--- src/rtl/queue_fifo.sv ---
// Single-clock FIFO with a show-ahead read port: data_OUT is the current head entry.
// Optionally resets preloaded with DEPTH/2 .. DEPTH-1 (free-list use in rename).
module queue_fifo #(
  parameter int unsigned DATA_WIDTH = 8,
  parameter int unsigned ADDR_WIDTH = 4,
  parameter int unsigned SHOW_DEBUG = 0,
  parameter int unsigned INIT_CODE  = 0,
  parameter string       QUEUE_NAME = "QUEUE"
) (
  input  logic                  clk,
  input  logic                  reset,
  input  logic                  pushReq_IN,
  input  logic [DATA_WIDTH-1:0] data_IN,
  output logic                  fullFlag_OUT,
  input  logic                  popReq_IN,
  output logic [DATA_WIDTH-1:0] data_OUT,
  output logic                  emptyFlag_OUT,
  input  logic                  flush_IN
);

  localparam int unsigned Depth        = 2 ** ADDR_WIDTH;
  localparam int unsigned PreloadCount = (INIT_CODE != 0) ? Depth / 2 : 0;

  localparam logic [ADDR_WIDTH-1:0] TailRst  = ADDR_WIDTH'(PreloadCount);
  localparam logic [ADDR_WIDTH:0]   CountRst = (ADDR_WIDTH + 1)'(PreloadCount);
  localparam logic [ADDR_WIDTH:0]   CountMax = (ADDR_WIDTH + 1)'(Depth);

  logic [ADDR_WIDTH-1:0] head_q, head_d;
  logic [ADDR_WIDTH-1:0] tail_q, tail_d;
  logic [ADDR_WIDTH:0]   count_q, count_d;
  logic [DATA_WIDTH-1:0] mem_rd [Depth];

  logic full, empty;
  logic push_acc, pop_acc, wr_en;

  assign full  = (count_q == CountMax);
  assign empty = (count_q == '0);

  // Acceptance is judged on the pre-edge state, so push+pop on an empty queue only pushes
  // and push+pop on a full queue only pops.
  assign push_acc = pushReq_IN && !full;
  assign pop_acc  = popReq_IN && !empty;
  assign wr_en    = push_acc && !flush_IN;

  always_comb begin
    head_d  = head_q;
    tail_d  = tail_q;
    count_d = count_q;
    if (flush_IN) begin
      head_d  = '0;
      tail_d  = '0;
      count_d = '0;
    end else begin
      if (push_acc) begin
        tail_d = tail_q + 1'b1;
      end
      if (pop_acc) begin
        head_d = head_q + 1'b1;
      end
      unique case ({push_acc, pop_acc})
        2'b10:   count_d = count_q + 1'b1;
        2'b01:   count_d = count_q - 1'b1;
        default: count_d = count_q;
      endcase
    end
  end

  always_ff @(posedge clk or negedge reset) begin
    if (!reset) begin
      head_q  <= '0;
      tail_q  <= TailRst;
      count_q <= CountRst;
    end else begin
      head_q  <= head_d;
      tail_q  <= tail_d;
      count_q <= count_d;
    end
  end

  // Only the preloaded entries carry a reset; the rest are plain storage flops.
  for (genvar k = 0; k < Depth; k++) begin : g_mem
    logic [DATA_WIDTH-1:0] entry_q;
    logic                  entry_we;

    assign entry_we = wr_en && (tail_q == ADDR_WIDTH'(k));
    assign mem_rd[k] = entry_q;

    if (k < PreloadCount) begin : g_preload
      always_ff @(posedge clk or negedge reset) begin
        if (!reset) begin
          entry_q <= DATA_WIDTH'(PreloadCount + k);
        end else if (entry_we) begin
          entry_q <= data_IN;
        end
      end
    end else begin : g_plain
      always_ff @(posedge clk) begin
        if (entry_we) begin
          entry_q <= data_IN;
        end
      end
    end
  end

  assign data_OUT      = empty ? '0 : mem_rd[head_q];
  assign fullFlag_OUT  = full;
  assign emptyFlag_OUT = empty;

endmodule

--- config.mk ---
export PLATFORM = sky130hd
export DESIGN_NAME = queue_fifo
export DESIGN_NICKNAME = d
export VERILOG_FILES = /design/src/rtl/queue_fifo.sv
export SDC_FILE = /design/constraint.sdc
export NUM_CORES = 1
export LEC_CHECK = 0
export CAP_MARGIN = 20
export CORE_MARGIN = 1
export CORE_UTILIZATION = 65
export CTS_CLUSTER_SIZE = 28
export DETAILED_ROUTE_END_ITERATION = 8
export MAX_ROUTING_LAYER = met4
export PLACE_DENSITY = 0.93
export SLEW_MARGIN = 40
export SYNTH_ARGS = -nofsm -noshare
export SYNTH_HDL_FRONTEND = slang
export SYNTH_SLANG_ARGS = --single-unit
--- constraint.sdc ---
create_clock -name clk -period 6.4 [get_ports clk]
set_clock_uncertainty 0.05 [all_clocks]
set_input_delay 0.64 -clock clk [delete_from_list [all_inputs] [get_ports clk]]
set_output_delay 0.64 -clock clk [all_outputs]
set_load 0.01 [all_outputs]
; Word level (Yosys, flattened, before mapping)
; Cells that the tools add are included.
[word_totals]
latchBits = 0
ramBits = 0
register_bits = 141
mem_bits_ro = 0
elab_cells = 80
memories = 0
output_inout_bits = 10
[op_classes]
n_reduce_logical = 27
div = 0
mux = 10
addsub = 4
n_bitwise = 1
magnitude_cmp = 1
shifts = 0
mul = 0
n_eq_ne = 18
[ops]
columns = cell, n
row1 = binary-select mux 8 bit (select 4 bit), 1
row2 = equality test 4 bit (second input constant), 8
row3 = two-way mux 8 bit, 3
row4 = logical AND 1 bit, 19
row5 = equality test 4 x 3 -> 1 bit (second input constant), 4
row6 = two-way mux 4 bit, 4
row7 = one-hot mux 5 bit (2 select lines), 1
row8 = adder 4 x 1 -> 4 bit (second input constant), 2
row9 = equality test 4 x 2 -> 1 bit (second input constant), 2
row10 = adder 5 x 1 -> 5 bit (second input constant), 1
row11 = equality test 5 bit (second input constant), 1
row12 = greater-or-equal comparator 5 bit (second input constant), 1
row13 = logical NOT 5 bit, 1
row14 = two-way mux 5 bit, 1
row15 = NOT 4 -> 5 bit, 1
row16 = subtractor 5 x 1 -> 5 bit (second input constant), 1
row17 = equality test 4 x 1 -> 1 bit (second input constant), 1
row18 = logical NOT 4 bit, 1
row19 = nonzero test 2 bit, 2
row20 = logical NOT 1 bit, 3
row21 = nonzero test 3 bit, 1
row22 = equality test 2 x 1 -> 1 bit (second input constant), 1
row23 = equality test 2 bit (second input constant), 1

; Logic depth before layout (Yosys ltp)
; Gate-level depths: netlist of run 1.
[logic_depth]
ltp_word = 6
depth_mapped = 11

; Worst setup path before layout of run 1
; No wires, ideal clock.
[synth_timing]
path_kind = register to register
startpoint = reg count_q[1]
endpoint = reg count_q[4]
stages_incl_launch_ff = 11
arrival_time_ps = 2538
setup_ps = 79
required_ps = 6271
slack_ps = 3732
path_buffers = 2
synth_period_minus_slack_ps = 2668
cell_sequence = dfrtp_1 buf_6 or4_4 buf_6 a21oi_1 xor2_1 ha_1 a31o_2 a21oi_1 or4_1 a2bb2oi_1
[synth_between]
elab_chain_cells = 6
word_cells_on_any_way = 13
cone_classes = 2 x add/sub / 3 x eq/ne / 2 x mux / 6 x reduce/logical
[synth_lines]
columns = element, line
row1 = from (decl), 30  ; logic [ADDR_WIDTH:0] count_q, count_d;
row2 = from (signal assigned), 72  ; count_q <= CountRst;
row3 = from (signal assigned), 76  ; count_q <= count_d;
row4 = equality test 5 bit / logical NOT 5 bit (equally long branches), "36, 37"
row5 = logical NOT 1 bit (on tied branches), "41, 42"
row6 = logical AND 1 bit (on tied branches), "41, 42"
row7 = equality test 2 x 1 -> 1 bit / equality test 2 bit (equally long branches), 60  ; unique case ({push_acc, pop_acc})
row8 = one-hot mux 5 bit (2 select lines), 60
row9 = two-way mux 5 bit, 49  ; if (flush_IN) begin
; Parallel ways exist; a longest one is shown, timed or not.
; A chain may end at the register's enable or synchronous reset.

; Worst setup path after layout of run 1
[layout_timing]
startpoint = reg head_q[0]
endpoint = out data_OUT[0]
[layout_between]
elab_chain_cells = 5
[layout_lines]
columns = element, line
row1 = from (decl), 28  ; logic [ADDR_WIDTH-1:0] head_q, head_d;
row2 = from (signal assigned), 70  ; head_q <= '0;
row3 = from (signal assigned), 74  ; head_q <= head_d;
row4 = NOT 4 -> 5 bit (not written as such), 105  ; assign data_OUT = empty ? '0 : mem_rd[head_q];
row5 = binary-select mux 8 bit (select 4 bit), 105
row6 = two-way mux 8 bit (not written as such) (2 in a row), 105
row7 = two-way mux 8 bit, 105
row8 = to (decl), 16  ; output logic [DATA_WIDTH-1:0] data_OUT,
; Every way passes these cells. The select of a mux whose other input is x is not followed.

==> summary by stage, run 1 <==
Detailed routing
The routed length per instance is ~26 microns. In the routed layout, each cell is associated on average with a via count of approximately 6.7. The count of TritonRoute iterations in the first routing pass is 5. The vias after detailed routing is approximately 3100. The number of remaining DRC errors is 0. The detail route stage leaves a number of antenna-violating nets equal to 0. Wires add up to between 10000 and 15000 microns.

The starting DRC count in detailed routing is between 200 and 300.

Die
The initial cell density of the core is 67.20%. The placeable core area is a little under 0.009 sq mm. The vertical die dimension is 96.96 microns. The number of top-level pins is 23. The area of the die is about 0.0094 sq mm. The floorplan row count is 34. From left edge to right edge, the die measures 96.96 microns.

CTS
The tree is rooted in a clkbuf_8. The number of buffers inserted during clock tree synthesis is 17. The number of buffers inserted by post-CTS setup repair is 0. The H-tree depth reported by CTS is 4. The number of sinks handled by clock tree synthesis is ~140. The clock reaches the later pin of the worst-skew pair after about 520 ps. Post-CTS repair changed the size of 0 cells. TritonCTS built the clock tree. The maximum clock path buffer count is 2. After clock tree synthesis, the clock-pin slew on the worst setup and hold paths is 60 ps. For this design, the CTS-stage hold fixing added 0 buffers.

Yosys
The Yosys step of the flow raised 0 warnings. The unique cell type count in the Yosys netlist is 41. After technology mapping, the gate count stands at 320.

The most used flip-flop cell after synthesis is edfxtp_1. Yosys attributes the largest share of cell area to edfxtp_1 (66%), mux4_2 (12%), dfrtp_1 (5.6%), mux2i_1 (3.1%), nor2_1 (1.7%). Synthesis inferred between 100 and 150 register bits. The area share of the largest cell type after synthesis is between 60% and 70%.

The average cell area after synthesis is around 18 sq um. The proportion of synthesized chip area in sequential cells is 71.14%. The synthesized netlist occupies a cell area of 0.005861 sq mm. The most instantiated library cell after synthesis is edfxtp_1. The number of nets handed over by synthesis was between 300 and 400. The count of flip-flops with a built-in enable after synthesis is between 100 and 150. The cell type with the largest total area after synthesis is edfxtp_1.

The share of flip-flops with an asynchronous set or reset is 9.220%. After synthesis, the most frequently instantiated cells are edfxtp_1 (128), mux4_2 (32), nor2_1 (26).

GRT
Summed over all layers, the global routing overflow is 0. The via count of the first global-routing pass is between 3000 and 4000. The global-route wire length before repair is 18280 microns. The largest net degree at the start of global routing is 36. The initial antenna violation count came to 0. Across every metal layer, demand over resource in global routing totals between 20% and 30%.

Pwr
The logic gate share of total power is between 20% and 30%. The total power per unit cell area is about 400 mW/mm^2. The fraction of power consumed by the clock network is 35.6%. The switching share of power is between 20 and 30%. The internal power is roughly 1.9 mW. The total power draw is 2.671 mW.

The sequential share of power is between 40% and 50%. The analysis attributes to net switching a power of between 0.7 and 0.8 mW. IR analysis of the VDD net gives a maximum drop of 0.2970 mV. For this design the static power due to leakage is between 2 and 2.5 nW.

Layout
The antenna diode count is 0. The area growth from synthesis to layout is 14.73%. The total of fill cells in the finished design is between 400 and 500. The fraction of layout cells with a size suffix above 1 is 21.57%. After routing the design area is between 0.006 and 0.007 sq mm. For this run, the post-layout net count is ~370. The non-filler instance count after layout is around 470.

Critical path
The arrival time reported for the critical path endpoint is 3030 ps. The type of element capturing the critical path is a primary output. At the worst endpoint, the required time is between 5000 and 6000 ps. The category of the critical setup timing path is reg2out. The nature of the critical path startpoint is a flop.

Along the worst path, the maximum fanout reaches 35.

Placement
At the end of routability-driven placement, the weighted congestion stood at about 0.85. During placement, the flow inserted port buffers numbering 22. The placed instance area is just over 0.006 sq mm.

The HPWL after detailed placement is 6917 microns. Including well taps, the total number of placed cells is around 430. The post-placement worst setup slack is 3018 ps.

Timing
The headroom to the max-slew limit is approximately 46%. The final-report hold violation count came to 0. Setup slack on the critical path of the routed design comes to approximately 2700 ps. The maximum frequency from static timing analysis is ~270 MHz. The worst path needs 3717 ps of the cycle, external delays included. In the final timing run, aggregate negative setup slack is 0 ps.

Of the available clock period, the critical path in the final layout requires between 50% and 60%. The max-slew violation count is 0. Setup violations remaining at the end of the flow were counted as 0. Setup repair after global routing left no endpoint under its margin.

The transition at the pin with the smallest max-transition slack is around 800 ps.

Run status
The run finished with clean final reports.

Run
The tool flagged a number of max-cap violations equal to 0.

Hold path
The path type of the worst min-delay path is in2async.
==> metrics by stage <==
stage	utilization (%)	hold WS [ps]
floorplan	-	294.4
global placement	70.32	512.1
detailed placement	70.55	548.0
CTS	77.10	473.5
global route	77.10	504.7
finish	77.10	463.1
==> cells in the final DEF, fill, tap and decap left out, types with 3 or more instances in the layout <==
cell type / n
a21oi_1: 5
buf_4: 3
clkbuf_16: 16
clkdlybuf4s50_1: 22
clkinv_4: 4
dfrtp_1: 12
edfxtp_1: 128
ha_1: 7
inv_1: 6
inv_6: 5
mux2i_1: 18
mux4_2: 32
nand2_1: 12
nand2b_1: 4
nand3_1: 3
nor2_1: 26
nor3_2: 4
o21ai_0: 3
o22ai_1: 8
xor2_1: 7
==> power groups by stage <==
stage	registers, mW	logic, mW	clock network, mW
2_1_floorplan	1.08	0.474	0
6_report	1.08	0.636	0.951
5_1_grt	1.09	0.691	0.997
3_3_place_gp	1.10	0.616	0
3_5_place_dp	1.10	0.630	0
4_1_cts	1.08	0.640	0.958
==> final cells by class <==
cell class | count | area [sq um] | area share (%)
multi-input combinational | 154 | 1582 | 23.52
clock buffer | 17 | 414.1 | 6.159
timing repair buffer | 25 | 242.7 | 3.610
inverter | 6 | 22.52 | 0.3349
clock inverter | 14 | 157.7 | 2.345
sequential | 141 | 4170 | 62.02
tap | 108 | 135.1 | 2.010
==> sequential cells by signal, summed over array words and instances (netlist names) <==
name and count:
tail_q 4, g_mem.entry_q 128, head_q 4, count_q 5
==> per-layer routing <==
layer  part of all wire [%]  wire [microns]  GRT usage (%)
met4                    3.6             431          12.17
met3                    6.9             825          6.792
met1                     39            4674          37.16
met2                     50            6001          43.28
met5                      0               0              -
==> critical path: stages (launching register included) <==
cell             delay, ps
dfrtp_2                360
buf_4                  540
mux4_2                 600
mux2i_1                300
o22ai_1                150
clkdlybuf4s50_1        530
==> kinds of logic after synthesis <==
kind of cell	count (synthesis)	synth area share [%]
DFF	141	71.14
and+or+nand+nor	59	4.782
muxes	50	15.37
AOI/OAI and AO/OA	29	3.651
buffers and inverters	25	2.220
xor gates and xnor gates	9	1.345
adders and majority gates	7	1.494
==> path summary, 6_finish.rpt <==
path / slack, ps / depth (start not counted) / startpoint / to
max in group asynchronous: 5400 / 1 / reset / head_q[0]$_DFFE_PN0P_
min: 460 / 1 / reset / count_q[0]$_DFFE_PN0P_
max: 2680 / 5 / head_q[0]$_DFFE_PN0P_ / data_OUT[0]
min in group clk: 570 / 2 / head_q[3]$_DFFE_PN0P_ / head_q[3]$_DFFE_PN0P_
max reg2reg: 3490 / 10 / count_q[1]$_DFFE_PN0P_ / count_q[4]$_DFFE_PN0P_
min reg2reg: 570 / 2 / head_q[3]$_DFFE_PN0P_ / head_q[3]$_DFFE_PN0P_
Note: power is estimated with default switching activity, not from simulation.
==> run 2: changes to the inputs <==
--- a/config.mk
+++ b/config.mk
@@ -7,11 +7,11 @@
 export LEC_CHECK = 0
 export CAP_MARGIN = 20
 export CORE_MARGIN = 1
-export CORE_UTILIZATION = 65
+export CORE_UTILIZATION = 60
 export CTS_CLUSTER_SIZE = 28
 export DETAILED_ROUTE_END_ITERATION = 8
 export MAX_ROUTING_LAYER = met4
-export PLACE_DENSITY = 0.93
+export PLACE_DENSITY = 0.88
 export SLEW_MARGIN = 40
 export SYNTH_ARGS = -nofsm -noshare
 export SYNTH_HDL_FRONTEND = slang
==> constraint.sdc (replaced) <==
create_clock -name clk -period 3.69 [get_ports clk]
set_clock_uncertainty 0.05 [all_clocks]
set_input_delay 0.369 -clock clk [delete_from_list [all_inputs] [get_ports clk]]
set_output_delay 0.369 -clock clk [all_outputs]
set_load 0.01 [all_outputs]
==> run 2 against run 1 <==
Cell area grew 1.7%. Non-clock buffer count grew 12. Largest power group unchanged. Critical endpoint is now data_OUT[2]. Die area grew 8.2%. Worst setup slack lost 2400 ps.
==> summary by stage, run 2 (synthesized netlist as in run 1, its figures left out) <==
Run status
The flow ran to the end, and the final reports show no timing, DRC or antenna violations.

Critical path
The worst register-to-register path ends at count_q[4]$_DFFE_PN0P_. The category of the critical setup timing path is reg2out. The required time of the critical path is 3270 ps (-2440 ps).

The worst register-to-register path begins at count_q[1]$_DFFE_PN0P_. The arrival time reported for the critical path endpoint is 2990 ps (-40 ps). The type of element capturing the critical path is a primary output.

The worst reg-to-reg path cell count is 8 (-2). The worst setup path is launched from a flop. The biggest fanout along the worst timing path is 16 (-54%). The register-to-register setup slack is 810 ps (-2680 ps).

Layout
Counting flops per register, the top entry is g_mem.entry_q. The fraction of layout cells with a size suffix above 1 is 25.20% (+3.6 points). The most common library cell in the layout ignoring fill and taps is edfxtp_1. The flip-flop count of the largest register, all copies and words added was 128 (unchanged). The net count reported at finish is 377 (+3.3%). The non-filler instance count after layout is 498 (+7.1%). The library cells used most frequently in the layout, excluding fill and tap cells, are edfxtp_1 (128), mux4_2 (32), clkdlybuf4s50_1 (22), nor2_1 (20), mux2i_1 (18).

The antenna diode count is 0 (unchanged). The largest registers in the layout are g_mem.entry_q (128), count_q (5). The area growth from synthesis to layout is 16.67%.

Detailed routing
The number of remaining DRC errors was 0 (unchanged). The remaining antenna violation count is 0 (unchanged). The mean number of vias per cell is 6.301 (-5.3%). The routed length per instance is 24.02 microns (-6.4%). The count of TritonRoute iterations in the first routing pass is 4 (-1). The starting DRC count in detailed routing came to 327 (+16%).

The wire length after detailed routing was 11960 microns (+0.24%). The vias after detailed routing is 3138 (+1.4%).

Pwr
The cell leakage power is 2.233 nW (+2.3%). The total power draw was 4.663 mW (+75%). The peak supply drop is 0.4238 mV (+43%).

The total power per unit cell area is 682.0 mW/mm^2 (+72%).

Timing
The transition at the pin with the smallest max-transition slack is 903.3 ps (+98.29 ps). The number of setup violations in the final report is 0 (unchanged). The max-slew violation count is 0 (unchanged).

The final-report hold violation count is 0 (unchanged). For the finished layout, the period the worst path requires is around 3400 ps. Based on the critical path, the design can be clocked at up to 293.3 MHz. The final critical path takes up between 90% and 100% of the cycle. The headroom to the max-slew limit came to 39.56% (-6.6 points). The post-route worst setup slack was 280.8 ps (-2402 ps).

Setup repair after global routing left no endpoint under its margin. The final total negative setup slack came to 0 ps (unchanged).

Die
The area of the die is 0.01017 sq mm (+8.2%). The vertical die dimension is 100.8 microns (+4.0%). The width of the die is 100.8 microns (+4.0%). The floorplan row count is 35 (+2.9%).

The placeable core area is 0.009371 sq mm (+7.5%). The number of top-level pins is 23 (unchanged). The initial cell density of the core was 62.54% (-4.7 points).

GRT
The via count of the first global-routing pass is 3201 (+1.9%). The largest net degree at the start of global routing is 36 (unchanged). The global-route wire length before repair is 18350 microns (+0.42%).

The total global routing track utilization is 27.17% (-1.2 points). The total global routing overflow is 0 (unchanged). The initial antenna violation count is 0 (unchanged).

CTS
The number of gates resized after CTS is 0 (unchanged). The number of buffers inserted by post-CTS setup repair is 0 (unchanged). The clock latency on the worst-skew pair was 510 ps (about the same).

The number of buffers inserted during clock tree synthesis is 17 (unchanged). The CTS tree is built. The clock-pin slew of the registers on the worst-case setup and hold paths is 60 ps (about the same). The root buffer cell chosen for the clock tree is clkbuf_8. The count of hold buffers inserted by post-cts repair is 0 (unchanged).

The H-tree depth reported by CTS was 4 (unchanged). The number of sinks handled by clock tree synthesis was 141 (unchanged). The maximum clock path buffer count is 2 (unchanged).

Placement
The number of cells in the design after placement was 467 (+7.6%). The post-placement worst setup slack is 743.4 ps (-2275 ps). The HPWL after detailed placement came to 6903 microns (-0.21%).

The final weighted congestion in routability-driven placement is 0.7568 (-11%). The count of buffers from port buffering came to 22 (unchanged).

Run
The number of violations of the max-capacitance limit is 0 (unchanged).

Hold path
In this run the worst hold path is classified as in2async.
[run 2: through the flow]
step | cell area, sq um | util (%) | hold WS, ps
floorplan | 5861 | - | 23.41
global placement | 6248 | 66.68 | 500.1
detailed placement | 6257 | 66.77 | 532.1
CTS | 6830 | 72.88 | 229.1
global route | 6838 | 72.96 | 243.7
finish | 6838 | 72.96 | 209.8
[run 2: power by group]
group	switching [mW]	leakage (nW)	internal (mW)
registers	0.100	1.33	1.80
clock network	0.670	0.282	0.974
logic	0.555	0.626	0.563
[run 2: final cells by class]
class                           instances  area [sq um]
Clock inverter                         14         158.9
Clock buffer                           17         414.1
Fill cell                             559          2534
Timing Repair Buffer                   37         332.8
Inverter                                6         22.52
Sequential cell                       141          4172
Multi-Input combinational cell        154          1577
Tap cell                              129         161.4
[run 2: worst max path at each step]
| stage | start | end | slack (ps) | cells after the start |
|---|---|---|---|---|
| 5_1_grt | head_q[0]$_DFFE_PN0P_ | data_OUT[2] | 120 | 5 |
| 3_3_place_gp | pushReq_IN | g_mem[12].entry_q[4]$_DFFE_PP_ | 760 | 6 |
| 6_report | head_q[0]$_DFFE_PN0P_ | data_OUT[2] | 280 | 5 |
| 2_1_floorplan | count_q[1]$_DFFE_PN0P_ | count_q[4]$_DFFE_PN0P_ | 1020 | 10 |
| 3_5_place_dp | popReq_IN | count_q[4]$_DFFE_PN0P_ | 740 | 9 |
| 4_1_cts | head_q[0]$_DFFE_PN0P_ | data_OUT[4] | 230 | 5 |
[run 2: critical path, stage by stage (launching register included)]
cell             delay, ps
dfrtp_2                700
buf_4                  330
mux4_2                 540
mux2i_1                230
o22ai_1                120
clkdlybuf4s50_1        540
[run 2: routing by layer]
layer / up-vias / wire [microns] / share of wire, % / track usage (%)
met5: - / 0 / 0 / -
met4: 0 / 170 / 1.4 / 11.26
met3: 19 / 1048 / 8.8 / 6.519
met2: 178 / 6012 / 50 / 42.20
met1: 1585 / 4729 / 40 / 34.95
li1: 1356 / - / - / -
